<file path="src/rtl/andla_ldma_pkg.sv">
// andla_ldma_pkg: shared FSM state, beat type and default widths for the LDMA roll address generator
package andla_ldma_pkg;
  localparam int LDMA_ADDR_W = 20;
  localparam int LDMA_SIZE_W = 16;
  typedef enum logic [1:0] {ST_IDLE, ST_RUN, ST_DRAIN, ST_DONE} state_t;
  typedef struct packed {
    logic [LDMA_ADDR_W-1:0] addr;
    logic pad;
    logic eol;
    logic last;
  } beat_t;
endpackage

</file>
<file path="src/rtl/andla_ldma_sfifo.sv">
// andla_ldma_sfifo: synchronous FIFO with flush; head is zeroed while empty
module andla_ldma_sfifo
  import andla_ldma_pkg::*;
#(
  parameter int DEPTH = 4,
  parameter type T = beat_t
) (
  input  logic clk,
  input  logic rst,
  input  logic flush,
  input  logic push,
  input  logic pop,
  input  T     wr_data,
  output T     rd_data,
  output logic full,
  output logic empty
);
  localparam int AW = $clog2(DEPTH);
  T mem [DEPTH];
  logic [AW-1:0] wp_q, wp_d, rp_q, rp_d;
  logic [AW:0] cnt_q, cnt_d;
  logic do_pop;
  assign full = cnt_q == (AW+1)'(DEPTH);
  assign empty = cnt_q == '0;
  assign do_pop = pop && !empty;
  assign rd_data = empty ? '0 : mem[rp_q];
  always_comb begin
    wp_d = flush ? '0 : wp_q + AW'(push);
    rp_d = flush ? '0 : rp_q + AW'(do_pop);
    cnt_d = flush ? '0 : cnt_q + (AW+1)'(push) - (AW+1)'(do_pop);
  end
  always_ff @(posedge clk or posedge rst) begin
    if (rst) begin
      wp_q <= '0;
      rp_q <= '0;
      cnt_q <= '0;
    end else begin
      wp_q <= wp_d;
      rp_q <= rp_d;
      cnt_q <= cnt_d;
    end
  end
  always_ff @(posedge clk) begin
    if (push && !flush) mem[wp_q] <= wr_data;
  end
endmodule

</file>
<file path="src/rtl/andla_ldma_roll_agen.sv">
// andla_ldma_roll_agen: walks the padded plane emitting address/pad beats through a skid FIFO.
// Define ANDLA_LDMA_ROLL_PERF_EN to add the perf_stall_cnt output.
module andla_ldma_roll_agen
  import andla_ldma_pkg::*;
#(
  parameter int ADDR_W = LDMA_ADDR_W,
  parameter int SIZE_W = LDMA_SIZE_W,
  parameter int FIFO_DEPTH = 4
) (
  input  logic              clk,
  input  logic              rst,
  input  logic              start,
  input  logic              abort,
  input  logic [ADDR_W-1:0] cfg_base_addr,
  input  logic [SIZE_W-1:0] cfg_row_len,
  input  logic [SIZE_W-1:0] cfg_row_stride,
  input  logic [SIZE_W-1:0] cfg_rows,
  input  logic [SIZE_W-1:0] cfg_pad_left,
  input  logic [SIZE_W-1:0] cfg_pad_right,
  input  logic [SIZE_W-1:0] cfg_pad_h,
  output logic              out_valid,
  input  logic              out_ready,
  output logic [ADDR_W-1:0] out_addr,
  output logic              out_pad,
  output logic              out_eol,
  output logic              out_last,
  output logic              busy,
  output logic              done
`ifdef ANDLA_LDMA_ROLL_PERF_EN
  , output logic [31:0]     perf_stall_cnt
`endif
);
  localparam int XW = SIZE_W + 2;
  typedef struct packed {
    logic [ADDR_W-1:0] addr;
    logic pad;
    logic eol;
    logic last;
  } lbeat_t;
  state_t state_q, state_d;
  logic [XW-1:0] c_q, c_d, r_q, r_d, w_q, w_d, h_q, h_d;
  logic [XW-1:0] pl_q, pl_d, pe_q, pe_d, ph_q, ph_d, phe_q, phe_d;
  logic [SIZE_W-1:0] stride_q, stride_d;
  logic [ADDR_W-1:0] row_q, row_d;
  logic busy_q, busy_d, done_q, done_d;
  logic full, empty, push, pop, go, kill, eol, last, pad;
  logic [XW-1:0] wn, hn;
  lbeat_t beat, head;
  assign go = start && !abort && state_q == ST_IDLE;
  assign kill = abort && state_q != ST_IDLE;
  assign wn = XW'(cfg_pad_left) + XW'(cfg_row_len) + XW'(cfg_pad_right);
  assign hn = XW'(cfg_pad_h) + XW'(cfg_pad_h) + XW'(cfg_rows);
  assign out_valid = !empty;
  assign pop = out_valid && out_ready;
  // a full FIFO still accepts a push when the head leaves in the same cycle
  assign push = state_q == ST_RUN && !abort && (!full || pop);
  assign eol = c_q == w_q - 1'b1;
  assign last = eol && r_q == h_q - 1'b1;
  assign pad = r_q < ph_q || r_q >= phe_q || c_q < pl_q || c_q >= pe_q;
  assign beat.addr = pad ? '0 : row_q + ADDR_W'(c_q - pl_q);
  assign beat.pad = pad;
  assign beat.eol = eol;
  assign beat.last = last;
  always_comb begin
    state_d = state_q;
    c_d = c_q;
    r_d = r_q;
    w_d = w_q;
    h_d = h_q;
    pl_d = pl_q;
    pe_d = pe_q;
    ph_d = ph_q;
    phe_d = phe_q;
    stride_d = stride_q;
    row_d = row_q;
    busy_d = busy_q;
    done_d = 1'b0;
    if (kill) begin
      state_d = ST_IDLE;
      busy_d = 1'b0;
    end else begin
      case (state_q)
        ST_IDLE: if (go) begin
          pl_d = XW'(cfg_pad_left);
          pe_d = XW'(cfg_pad_left) + XW'(cfg_row_len);
          ph_d = XW'(cfg_pad_h);
          phe_d = XW'(cfg_pad_h) + XW'(cfg_rows);
          w_d = wn;
          h_d = hn;
          stride_d = cfg_row_stride;
          row_d = cfg_base_addr;
          c_d = '0;
          r_d = '0;
          state_d = (wn == '0 || hn == '0) ? ST_DONE : ST_RUN;
          busy_d = !(wn == '0 || hn == '0);
        end
        ST_RUN: if (push) begin
          c_d = eol ? '0 : c_q + 1'b1;
          r_d = eol ? r_q + 1'b1 : r_q;
          row_d = (eol && r_q >= ph_q && r_q < phe_q) ? row_q + ADDR_W'(stride_q) : row_q;
          state_d = last ? ST_DRAIN : ST_RUN;
        end
        ST_DRAIN: if (empty) begin
          state_d = ST_DONE;
          busy_d = 1'b0;
        end
        default: begin
          state_d = ST_IDLE;
          done_d = 1'b1;
        end
      endcase
    end
  end
  always_ff @(posedge clk or posedge rst) begin
    if (rst) begin
      state_q <= ST_IDLE;
      c_q <= '0;
      r_q <= '0;
      w_q <= '0;
      h_q <= '0;
      pl_q <= '0;
      pe_q <= '0;
      ph_q <= '0;
      phe_q <= '0;
      stride_q <= '0;
      row_q <= '0;
      busy_q <= 1'b0;
      done_q <= 1'b0;
    end else begin
      state_q <= state_d;
      c_q <= c_d;
      r_q <= r_d;
      w_q <= w_d;
      h_q <= h_d;
      pl_q <= pl_d;
      pe_q <= pe_d;
      ph_q <= ph_d;
      phe_q <= phe_d;
      stride_q <= stride_d;
      row_q <= row_d;
      busy_q <= busy_d;
      done_q <= done_d;
    end
  end
  andla_ldma_sfifo #(.DEPTH(FIFO_DEPTH), .T(lbeat_t)) u_fifo (
    .clk(clk),
    .rst(rst),
    .flush(kill),
    .push(push),
    .pop(pop),
    .wr_data(beat),
    .rd_data(head),
    .full(full),
    .empty(empty)
  );
  assign out_addr = head.addr;
  assign out_pad = head.pad;
  assign out_eol = head.eol;
  assign out_last = head.last;
  assign busy = busy_q;
  assign done = done_q;
`ifdef ANDLA_LDMA_ROLL_PERF_EN
  logic [31:0] perf_q, perf_d;
  always_comb perf_d = go ? '0 : ((state_q == ST_RUN || state_q == ST_DRAIN) && out_valid && !out_ready && perf_q != '1) ? perf_q + 1'b1 : perf_q;
  always_ff @(posedge clk or posedge rst) begin
    if (rst) perf_q <= '0;
    else perf_q <= perf_d;
  end
  assign perf_stall_cnt = perf_q;
`endif
endmodule

</file>
<file path="config.mk">
export PLATFORM = sky130hd
export DESIGN_NAME = andla_ldma_roll_agen
export DESIGN_NICKNAME = d
export VERILOG_FILES = /design/src/rtl/andla_ldma_pkg.sv /design/src/rtl/andla_ldma_sfifo.sv /design/src/rtl/andla_ldma_roll_agen.sv
export SDC_FILE = /design/constraint.sdc
export NUM_CORES = 1
export LEC_CHECK = 0
export CORE_MARGIN = 2
export CORE_UTILIZATION = 45
export DETAILED_ROUTE_END_ITERATION = 10
export GPL_TIMING_DRIVEN = 0
export PLACE_DENSITY = 0.66
export SETUP_SLACK_MARGIN = 0.2
export SLEW_MARGIN = 0
export SYNTH_ARGS = -nofsm -noshare
export SYNTH_HDL_FRONTEND = slang
export SYNTH_SLANG_ARGS = --single-unit
</file>
<file path="constraint.sdc">
create_clock -name clk -period 9.55 [get_ports clk]
set_clock_uncertainty 0.05 [all_clocks]
set_input_delay 1.4325 -clock clk [delete_from_list [all_inputs] [get_ports clk]]
set_output_delay 1.4325 -clock clk [all_outputs]
set_load 0.01 [all_outputs]
</file>
==> impl_metrics.py, run 1 <==
metrics = {
    "sta": {
        "hold_viol_final": 0,
        "fmax_mhz": 158,
        "tightest_slew_ns": 1.21,
        "maxSlewViolCount": 0,
        "layout_min_cycle_time_ns": 6.32,
        "relSlewSlack_pct": 19.5,
        "post-route-period-util_pct": 66.2,
        "fin_setup_tns_ns": 0,
        "setup_violations": 0,
        "rsz0062_at_grt": "false",
    },
    "synth": {
        "syn-cell-area_um2": 18700,
        "syn_area_per_cell_um2": 9.41,
        "synth_nets": 2294,
        "synth.yosys.seq_area_share_pct": 39.5,
        "syn_inst": 1991,
        "yosysUniqueCellTypes": 85,
        "async_flop_share_pct": 66.8,
        "synth-seq-cells": 277,
        "ys_warn_count": 0,
        "synth_edf_count": 92,
        "dominantRegCellSynth": "dfrtp_1",
    },
    "cells_and_area": {
        "diodes": 0,
        "final_area_um2": 22000,
        "num-nets-final": 2479,
        "final_common_cell": "nand2_1",
        "layout_common_cells": "nand2_1 (243), dfrtp_1 (185), ha_1 (174), o21ai_0 (162), nor2_1 (155)",
        "syn2layout_area_growth_pct": 17.3,
        "drive_above_1_share_pct": 5.68,
    },
    "hold_path": {
        "hp-start": "phe_q[11]",
        "hold_path_depth": 2,
        "hold_end": "phe_q[11]",
        "hp-class": "flip-flop to flip-flop",
    },
    "setup_path": {
        "reg2reg_depth": 19,
        "cp-end-kind": "flip-flop",
        "critPathRequiredTime_ns": 9.97,
        "worst-path-stages": 21,
        "path_buf_inv": 2,
        "path_class": "input port to flip-flop",
        "r2r-start": "c_q[0]",
        "slowest_stage": "clkdlybuf4s50_1",
        "slowest_delay_ns": 0.60,
        "cp-start-kind": "input port",
        "critPathTopFamily": "compound AO/OA/AOI/OAI gates",
        "path_cells": "clkdlybuf4s50_1, ha_1, inv_1, fa_1, nor2b_1, o2111ai_1, a31oi_1, a21oi_1, nor2b_1, o21a_1, o21ai_0, a21boi_0, ha_1, a21oi_1, nand2b_1, o21ai_0, nor2b_1, o311ai_0, nand3_1, o21a_1, a22o_1",
        "cp_common_cell": "nor2b_1",
        "r2r_end": "u_fifo.mem[1][22]",
        "arrival_ns": 6.75,
        "path_max_fanout": 3,
        "rrSetupSlack_ns": 4.33,
    },
    "clocking": {
        "htree_levels": 1,
        "cts.path.max_buffers": 3,
        "cts_setup_buffers": 0,
        "root_buffer": "clkbuf_16",
        "clk_pin_slew_ns": 0.06,
        "clock_latency_ns": 0.59,
        "clkSinkCount": 277,
        "cts_hold_buffers": 0,
        "cts_tree": "built",
        "numCtsBuffers": 31,
        "post_cts_resized": 0,
    },
    "route": {
        "met2WireLength_mm": 24.4,
        "drt-pass1-iter-count": 7,
        "maxUsedRoutingLayer": "met4",
        "wl_mm": 51.5,
        "wl_per_cell_um": 18.9,
        "vias_per_cell": 5.59,
        "vias": 15266,
        "drt-initial-drc-count": 850,
        "wl_met3_mm": 2.23,
        "drtAntennaViolNets": 0,
        "drt-met1-wl_mm": 23.1,
        "drcViolationCount": 0,
    },
    "global_routing": {
        "grt_max_degree": 111,
        "grt_remaining_overflow": 0,
        "grt_usage_pct": 23.5,
        "grt_pass1_wl_mm": 81.1,
        "grt_pass1_vias": 14883,
        "antenna_found_initial": 0,
    },
    "floorplanning": {
        "die_width_um": 208,
        "floorplan.core_area_um2": 40900,
        "rows": 74,
        "start_util_pct": 45.8,
        "dieArea_um2": 43300,
        "pin_count": 147,
        "die_h_um": 208,
    },
    "placement": {
        "hpwl_mm": 40.3,
        "placed_area_um2": 21000,
        "place_congestion": 0.933,
        "port_buffers": 146,
    },
    "outcome": {
        "status": "finished, final reports clean",
    },
    "job": {
        "drv_cap": 0,
    },
    "pwr": {
        "vdd_ir_drop_max_uv": 161,
        "cellLeakagePower_nw": 9.68,
        "power.density_nw_per_um2": 280,
    },
}
==> power breakdown <==
part	total, mW	leakage [nW]	internal (mW)	switching (mW)
clock	1.16	0.475	0.663	0.499
combinational	3.15	5.94	1.37	1.78
sequential	1.84	3.27	1.57	0.271
total	6.15	9.68	3.60	2.55
==> worst max-delay path by stage <==
| stage | start | endpoint | slack [ns] |
|---|---|---|---|
| 3_3_place_gp | rst | pl_q[4] | 0.34 |
| 6_report | cfg_pad_left[0] | busy | 3.23 |
| 3_5_place_dp | cfg_pad_left[0] | busy | 2.63 |
| 2_1_floorplan | rst | busy | 3.04 |
| 5_1_grt | cfg_pad_left[0] | busy | 2.79 |
| 4_1_cts | cfg_pad_left[0] | busy | 3.22 |
==> worst min-delay path, cell delays in order, from the launching register on <==
cell     delay (ns)
dfrtp_1        0.34
nand2_1        0.05
o21ai_0        0.06
==> synthesized netlist by cell type, drive strengths merged, types with 23 or more instances <==
cell,instances,share of area [%]
dfrtp,185,25
nand2,243,4.9
nor2,156,3.1
ha,174,12
inv,126,2.5
mux4,23,2.8
a21o,46,1.8
o21ai,163,4.4
nand3,51,1.4
xnor2,76,3.6
nand2b,23,0.77
and2,35,1.2
nor2b,25,0.84
xor2,82,3.8
a21oi,95,2.5
nor3,47,1.3
edfxtp,92,15
nand4,29,1.0
clkbuf,49,0.98
==> sequential cells by signal, indices dropped and copies added, names as in the netlist, 2 cells and up <==
name          cells
c_q              18
h_q              18
pe_q             17
ph_q             16
phe_q            17
pl_q             16
r_q              18
row_q            20
state_q           2
stride_q         16
u_fifo.cnt_q      3
u_fifo.mem       92
u_fifo.rp_q       2
u_fifo.wp_q       2
w_q              18
==> kinds of logic after synthesis <==
group           count (synthesis)  share of synthesized area (%)
mux                            34                           3.40
flops                         277                           39.5
buf+inv                       192                           4.10
xor+xnor                      158                           7.43
compound gates                450                           15.1
simple gates                  698                           18.0
fa+ha+maj                     182                           12.5
==> layout make-up <==
type | instances | area (um^2)
inverters | 126 | 480
multi-input cells | 1522 | 10600
flip-flops and latches | 277 | 7390
repair buffers | 152 | 1560
fillers | 3762 | 19000
plain buffers | 66 | 294
clock inverters | 15 | 123
well taps | 532 | 666
clock buffers | 41 | 865
==> per-stage QoR <==
stage	hold slack (ns)	util, %	cells	power (mW)	worst slack (ns)
floorplan	0.399	-	1991	4.04	3.04
global placement	0.413	51.0	2669	4.89	0.343
detailed placement	0.420	51.3	2675	4.97	2.63
CTS	0.433	53.7	2731	6.16	3.22
global route	0.462	53.7	2731	6.62	2.79
finish	0.430	53.7	2731	6.15	3.23
==> per-layer routing <==
| layer | vias to the layer above | global-route usage, % |
|---|---|---|
| met1 | 7351 | 31.3 |
| li1 | 7477 | - |
| met2 | 346 | 39.9 |
| met5 | - | 0 |
| met3 | 92 | 2.85 |
| met4 | 0 | 7.85 |
(Power assumes the default switching activity.)
==> run 2: changes to the inputs <==
--- a/config.mk
+++ b/config.mk
@@ -9,7 +9,7 @@
 export CORE_UTILIZATION = 45
 export DETAILED_ROUTE_END_ITERATION = 10
 export GPL_TIMING_DRIVEN = 0
-export PLACE_DENSITY = 0.66
+export PLACE_DENSITY = 0.69
 export SETUP_SLACK_MARGIN = 0.2
 export SLEW_MARGIN = 0
 export SYNTH_ARGS = -nofsm -noshare
==> constraint.sdc (replaced) <==
create_clock -name clk -period 5.4 [get_ports clk]
set_clock_uncertainty 0.05 [all_clocks]
set_input_delay 0.81 -clock clk [delete_from_list [all_inputs] [get_ports clk]]
set_output_delay 0.81 -clock clk [all_outputs]
set_load 0.01 [all_outputs]
==> impl_metrics.py, run 2 (same netlist as run 1, synthesis figures left out) <==
metrics = {
    "route": {
        "drt-initial-drc-count": 1104,
        "wl_mm": 51.4,
        "vias": 15500,
        "drt-pass1-iter-count": 5,
        "wl_per_cell_um": 18.8,
        "drcViolationCount": 0,
        "vias_per_cell": 5.67,
        "drtAntennaViolNets": 0,
    },
    "setup_path": {
        "slowest_stage": "dfrtp_1",
        "critPathRequiredTime_ns": 5.64,
        "rrSetupSlack_ns": 0.40,
        "path_class": "flip-flop to flip-flop",
        "path_cells": "inv_1, ha_1, inv_1, fa_1, a21o_1, a22o_1, o41a_1, a41o_1, o41a_1, a21oi_1, nor2b_1, nor2_1, xnor2_1, ha_1, or3_1, o211a_1, nand2_1, nand3_1, a31oi_1",
        "r2r_end": "u_fifo.mem[3][21]",
        "arrival_ns": 5.24,
        "critPathTopFamily": "compound AO/OA/AOI/OAI gates",
        "cp-start-kind": "flip-flop",
        "path_max_fanout": 7,
        "cp-end-kind": "flip-flop",
        "r2r-start": "c_q[0]",
        "slowest_delay_ns": 0.49,
        "reg2reg_depth": 19,
        "path_buf_inv": 2,
    },
    "hold_path": {
        "hold_path_depth": 2,
        "hp-class": "flip-flop to flip-flop",
        "hold_end": "phe_q[10]",
        "hp-start": "phe_q[10]",
    },
    "pwr": {
        "seqPwrFrac_pct": 29.6,
        "combPwrFrac_pct": 51.3,
        "power_mw": 11.0,
        "power.density_nw_per_um2": 496,
        "power.switching_mw": 4.52,
        "netSwitchingFraction_pct": 41.2,
        "vdd_ir_drop_max_uv": 224,
        "p_int_mw": 6.45,
        "cellLeakagePower_nw": 9.74,
        "p_clk_share_pct": 19.0,
    },
    "floorplanning": {
        "floorplan.core_area_um2": 40900,
        "die_width_um": 208,
        "rows": 74,
        "die_h_um": 208,
        "start_util_pct": 45.8,
        "pin_count": 147,
        "dieArea_um2": 43300,
    },
    "cells_and_area": {
        "num-nets-final": 2482,
        "syn2layout_area_growth_pct": 18.0,
        "regMostFlops": "u_fifo.mem",
        "fillers": 3703,
        "largestRegisters": "u_fifo.mem (92), row_q (20)",
        "drive_above_1_share_pct": 6.35,
        "layout_common_cells": "nand2_1 (243), dfrtp_1 (185), ha_1 (173), o21ai_0 (161), nor2_1 (155)",
        "post-route-util_pct": 54.0,
        "largest_reg_flops": 92,
        "final_common_cell": "nand2_1",
        "diodes": 0,
    },
    "clocking": {
        "htree_levels": 1,
        "clk_pin_slew_ns": 0.06,
        "numCtsBuffers": 30,
        "cts.path.max_buffers": 3,
        "clkSinkCount": 277,
        "clock_latency_ns": 0.56,
        "root_buffer": "clkbuf_16",
        "cts_tree": "built",
        "cts_hold_buffers": 0,
    },
    "global_routing": {
        "grt_pass1_vias": 15179,
        "grt_max_degree": 43,
        "antenna_found_initial": 0,
        "grt_pass1_wl_mm": 80.3,
        "grt_remaining_overflow": 0,
        "grt_usage_pct": 23.2,
    },
    "sta": {
        "tightest_slew_ns": 1.24,
        "relSlewSlack_pct": 17.5,
        "maxSlewViolCount": 0,
        "rsz0062_at_grt": "false",
        "hold_viol_final": 0,
        "fin_setup_tns_ns": 0,
        "layout_min_cycle_time_ns": 5.00,
        "post-route-period-util_pct": 92.6,
        "setup_slack_ns": 0.402,
        "fmax_mhz": 200,
        "setup_violations": 0,
    },
    "placement": {
        "place_congestion": 0.915,
        "hpwl_mm": 40.3,
        "place_ws_ns": -0.902,
        "port_buffers": 146,
    },
    "job": {
        "drv_cap": 0,
    },
    "outcome": {
        "status": "finished, final reports clean",
    },
}
==> run 2: per-stage QoR <==
step                hold WS (ns)  area, um^2  std cells
finish                     0.430       22100       2735
global route               0.454       22100       2735
CTS                        0.436       22000       2734
detailed placement         0.422       21000       2678
global placement           0.413       20900       2669
floorplan                  0.399       18700       1991
==> run 2: per-layer routing <==
metal	global-route usage, %	share of wire [%]	up-vias
li1	-	-	7493
met1	30.7	44	7467
met2	39.1	47	440
met3	2.20	4.6	100
met4	9.10	4.1	0
met5	0	0	-
==> run 2: layout make-up <==
cell class	count	area [um^2]	area share, %
tap	532	666	3.01
inverter	126	477	2.16
clock buffer	44	891	4.03
sequential	277	7390	33.4
clock inverter	12	116	0.526
multi-input combinational	1522	10700	48.2
timing repair buffer	156	1610	7.27
buffer	66	294	1.33
==> run 2: worst register-to-register path, stage by stage (launching register included) <==
cell and delay (ns):
dfrtp_1 0.49, inv_1 0.16, ha_1 0.23, inv_1 0.07
fa_1 0.40, a21o_1 0.19, a22o_1 0.22, o41a_1 0.34
a41o_1 0.27, o41a_1 0.37, a21oi_1 0.17, nor2b_1 0.06
nor2_1 0.11, xnor2_1 0.14, ha_1 0.31, or3_1 0.38
o211a_1 0.15, nand2_1 0.09, nand3_1 0.07, a31oi_1 0.47
==> run 2: worst max path at each step <==
stage | startpoint | end | slack, ns | depth (start not counted)
after detailed placement | cfg_pad_left[0] | busy | -0.90 | 21
after floorplan | cfg_row_len[0] | busy | 0.90 | 20
after global placement | cfg_pad_left[0] | busy | -0.86 | 21
after CTS | cfg_pad_left[0] | busy | 0.23 | 21
after global routing | cfg_row_len[0] | busy | 0.20 | 20
final | c_q[0] | u_fifo.mem[3][21] | 0.40 | 19
==> run 2: power by group through the flow <==
stage / clock network (mW) / registers [mW] / logic (mW)
CTS: 2.11 / 3.24 / 5.58
global route: 2.21 / 3.31 / 6.26
detailed placement: 0 / 3.28 / 5.53
finish: 2.09 / 3.25 / 5.63
floorplan: 0 / 3.10 / 4.05
global placement: 0 / 3.26 / 5.36
==> run 2: what timing repair did <==
item | CTS | global route
pin swaps | 1 | 2
gates resized for setup | 8 | 10
setup buffers | 0 | 1
setup endpoints to repair | 3 | 10
==> run 3: changes to the inputs <==
--- a/config.mk
+++ b/config.mk
@@ -6,10 +6,10 @@
 export NUM_CORES = 1
 export LEC_CHECK = 0
 export CORE_MARGIN = 2
-export CORE_UTILIZATION = 45
+export CORE_UTILIZATION = 54
 export DETAILED_ROUTE_END_ITERATION = 10
 export GPL_TIMING_DRIVEN = 0
-export PLACE_DENSITY = 0.69
+export PLACE_DENSITY = 0.8
 export SETUP_SLACK_MARGIN = 0.2
 export SLEW_MARGIN = 0
 export SYNTH_ARGS = -nofsm -noshare
==> impl_metrics.py, run 3 (same netlist as run 1, synthesis figures left out) <==
metrics = {
    "placement": {
        "placed_area_um2": 20900,
        "place_congestion": 0.953,
        "port_buffers": 146,
        "hpwl_mm": 39.6,
        "place_ws_ns": -0.931,
    },
    "floorplanning": {
        "floorplan.core_area_um2": 34400,
        "start_util_pct": 54.5,
        "die_h_um": 190,
        "rows": 68,
        "dieArea_um2": 36200,
        "pin_count": 147,
        "die_width_um": 190,
    },
    "setup_path": {
        "cp-start-kind": "input port",
        "reg2reg_depth": 19,
        "path_max_fanout": 5,
        "path_class": "input port to flip-flop",
        "cp-end-kind": "flip-flop",
        "r2r-start": "c_q[0]",
        "crit_start": "cfg_row_len[0]",
        "critPathRequiredTime_ns": 5.78,
        "rrSetupSlack_ns": 0.35,
        "r2r_end": "u_fifo.mem[3][22]",
        "arrival_ns": 5.46,
        "endpoint": "busy",
    },
    "pwr": {
        "combPwrFrac_pct": 51.4,
        "seqPwrFrac_pct": 29.5,
        "power.density_nw_per_um2": 501,
        "power_mw": 11.0,
        "netSwitchingFraction_pct": 41.4,
        "cellLeakagePower_nw": 9.73,
        "power.switching_mw": 4.56,
        "p_int_mw": 6.46,
        "vdd_ir_drop_max_uv": 256,
        "p_clk_share_pct": 19.1,
    },
    "route": {
        "drt-initial-drc-count": 1173,
        "wl_mm": 51.0,
        "drtAntennaViolNets": 0,
        "drt-pass1-iter-count": 5,
        "vias_per_cell": 5.92,
        "wl_per_cell_um": 19.2,
        "vias": 15727,
        "drcViolationCount": 0,
    },
    "sta": {
        "setup_slack_ns": 0.320,
        "maxSlewViolCount": 0,
        "layout_min_cycle_time_ns": 5.08,
        "fmax_mhz": 197,
        "hold_viol_final": 0,
        "relSlewSlack_pct": 19.2,
        "whs_ns": 0.427,
        "setup_violations": 0,
        "post-route-period-util_pct": 94.1,
        "rsz0062_at_grt": "false",
        "tightest_slew_ns": 1.21,
    },
    "clocking": {
        "cts_hold_buffers": 0,
        "htree_levels": 1,
        "numCtsBuffers": 29,
        "root_buffer": "clkbuf_16",
        "clkSinkCount": 277,
        "clock_latency_ns": 0.55,
        "clk_pin_slew_ns": 0.06,
        "cts_tree": "built",
        "cts.path.max_buffers": 3,
    },
    "cells_and_area": {
        "largest_reg_flops": 92,
        "fillers": 2737,
        "multi_input_area_um2": 10600,
        "post-route-util_pct": 64.0,
        "layout_common_cells": "nand2_1 (243), dfrtp_1 (185), ha_1 (173), o21ai_0 (161), nor2_1 (155)",
        "regMostFlops": "u_fifo.mem",
        "syn2layout_area_growth_pct": 17.4,
        "diodes": 0,
        "final_area_um2": 22000,
        "num-nets-final": 2481,
        "final-seq-area_um2": 7390,
        "final_common_cell": "nand2_1",
        "drive_above_1_share_pct": 6.36,
        "largestRegisters": "u_fifo.mem (92), row_q (20)",
    },
    "global_routing": {
        "grt_pass1_vias": 15557,
        "grt_remaining_overflow": 0,
        "grt_usage_pct": 28.2,
        "grt_max_degree": 45,
        "antenna_found_initial": 0,
        "grt_pass1_wl_mm": 80.5,
    },
    "job": {
        "drv_cap": 0,
    },
    "hold_path": {
        "hp-class": "flip-flop to flip-flop",
    },
    "outcome": {
        "status": "finished, final reports clean",
    },
}
[run 3: cell type report]
class | count | area share (%)
Tap cell | 455 | 2.59
Inverter | 126 | 2.17
Timing Repair Buffer | 156 | 7.42
Sequential cell | 277 | 33.6
Clock inverter | 20 | 1.11
Multi-Input combinational cell | 1522 | 48.4
Clock buffer | 33 | 3.41
Buffer | 66 | 1.34
[run 3: through the flow]
| step | cells | TNS, ns |
|---|---|---|
| global placement | 2592 | -4.68 |
| CTS | 2654 | 0 |
| detailed placement | 2601 | -2.25 |
| floorplan | 1991 | 0 |
| finish | 2655 | 0 |
| global route | 2655 | 0 |
[run 3: timing repair]
action | CTS | global route
endpoints found under the setup margin | 3 | 6
setup buffers | 0 | 1
gates resized for setup | 9 | 6
pin swaps | 0 | 1
[run 3: critical path, cell delays in order]
cell and delay, ns:
clkdlybuf4s50_1 0.57, ha_2 0.27, inv_1 0.07, fa_1 0.41, nor2b_1 0.17, o21ai_0 0.09
nand2b_1 0.09, xor2_1 0.20, ha_1 0.31, a21o_1 0.21, a221oi_2 0.44, a21oi_1 0.18
xor2_1 0.22, nor4_1 0.36, nand3_1 0.17, nor3b_2 0.22, nand3_1 0.14, o21a_2 0.30
a22o_1 0.20
[run 3: how the worst min path moves through the flow]
| stage | from | end | depth (start not counted) |
|---|---|---|---|
| 4_1_cts | phe_q[4] | phe_q[4] | 2 |
| 3_5_place_dp | phe_q[4] | phe_q[4] | 2 |
| 6_report | phe_q[4] | phe_q[4] | 2 |
| 5_1_grt | stride_q[3] | stride_q[3] | 2 |
| 3_3_place_gp | phe_q[9] | phe_q[9] | 2 |
| 2_1_floorplan | phe_q[4] | phe_q[4] | 2 |
[run 3: power groups by stage]
stage	Combinational [mW]	Sequential (mW)	Clock, mW
4_1_cts	5.62	3.24	2.12
6_report	5.66	3.25	2.11
3_5_place_dp	5.55	3.27	0
2_1_floorplan	4.05	3.10	0
5_1_grt	6.30	3.31	2.19
3_3_place_gp	5.34	3.24	0
[run 3: metal layers]
metal,track usage (%),vias to the layer above,part of all wire [%]
li1,-,7480,-
met1,35.7,7611,42
met2,48.7,527,48
met3,3.96,109,6.1
met4,11.4,0,4.2
met5,0,-,0
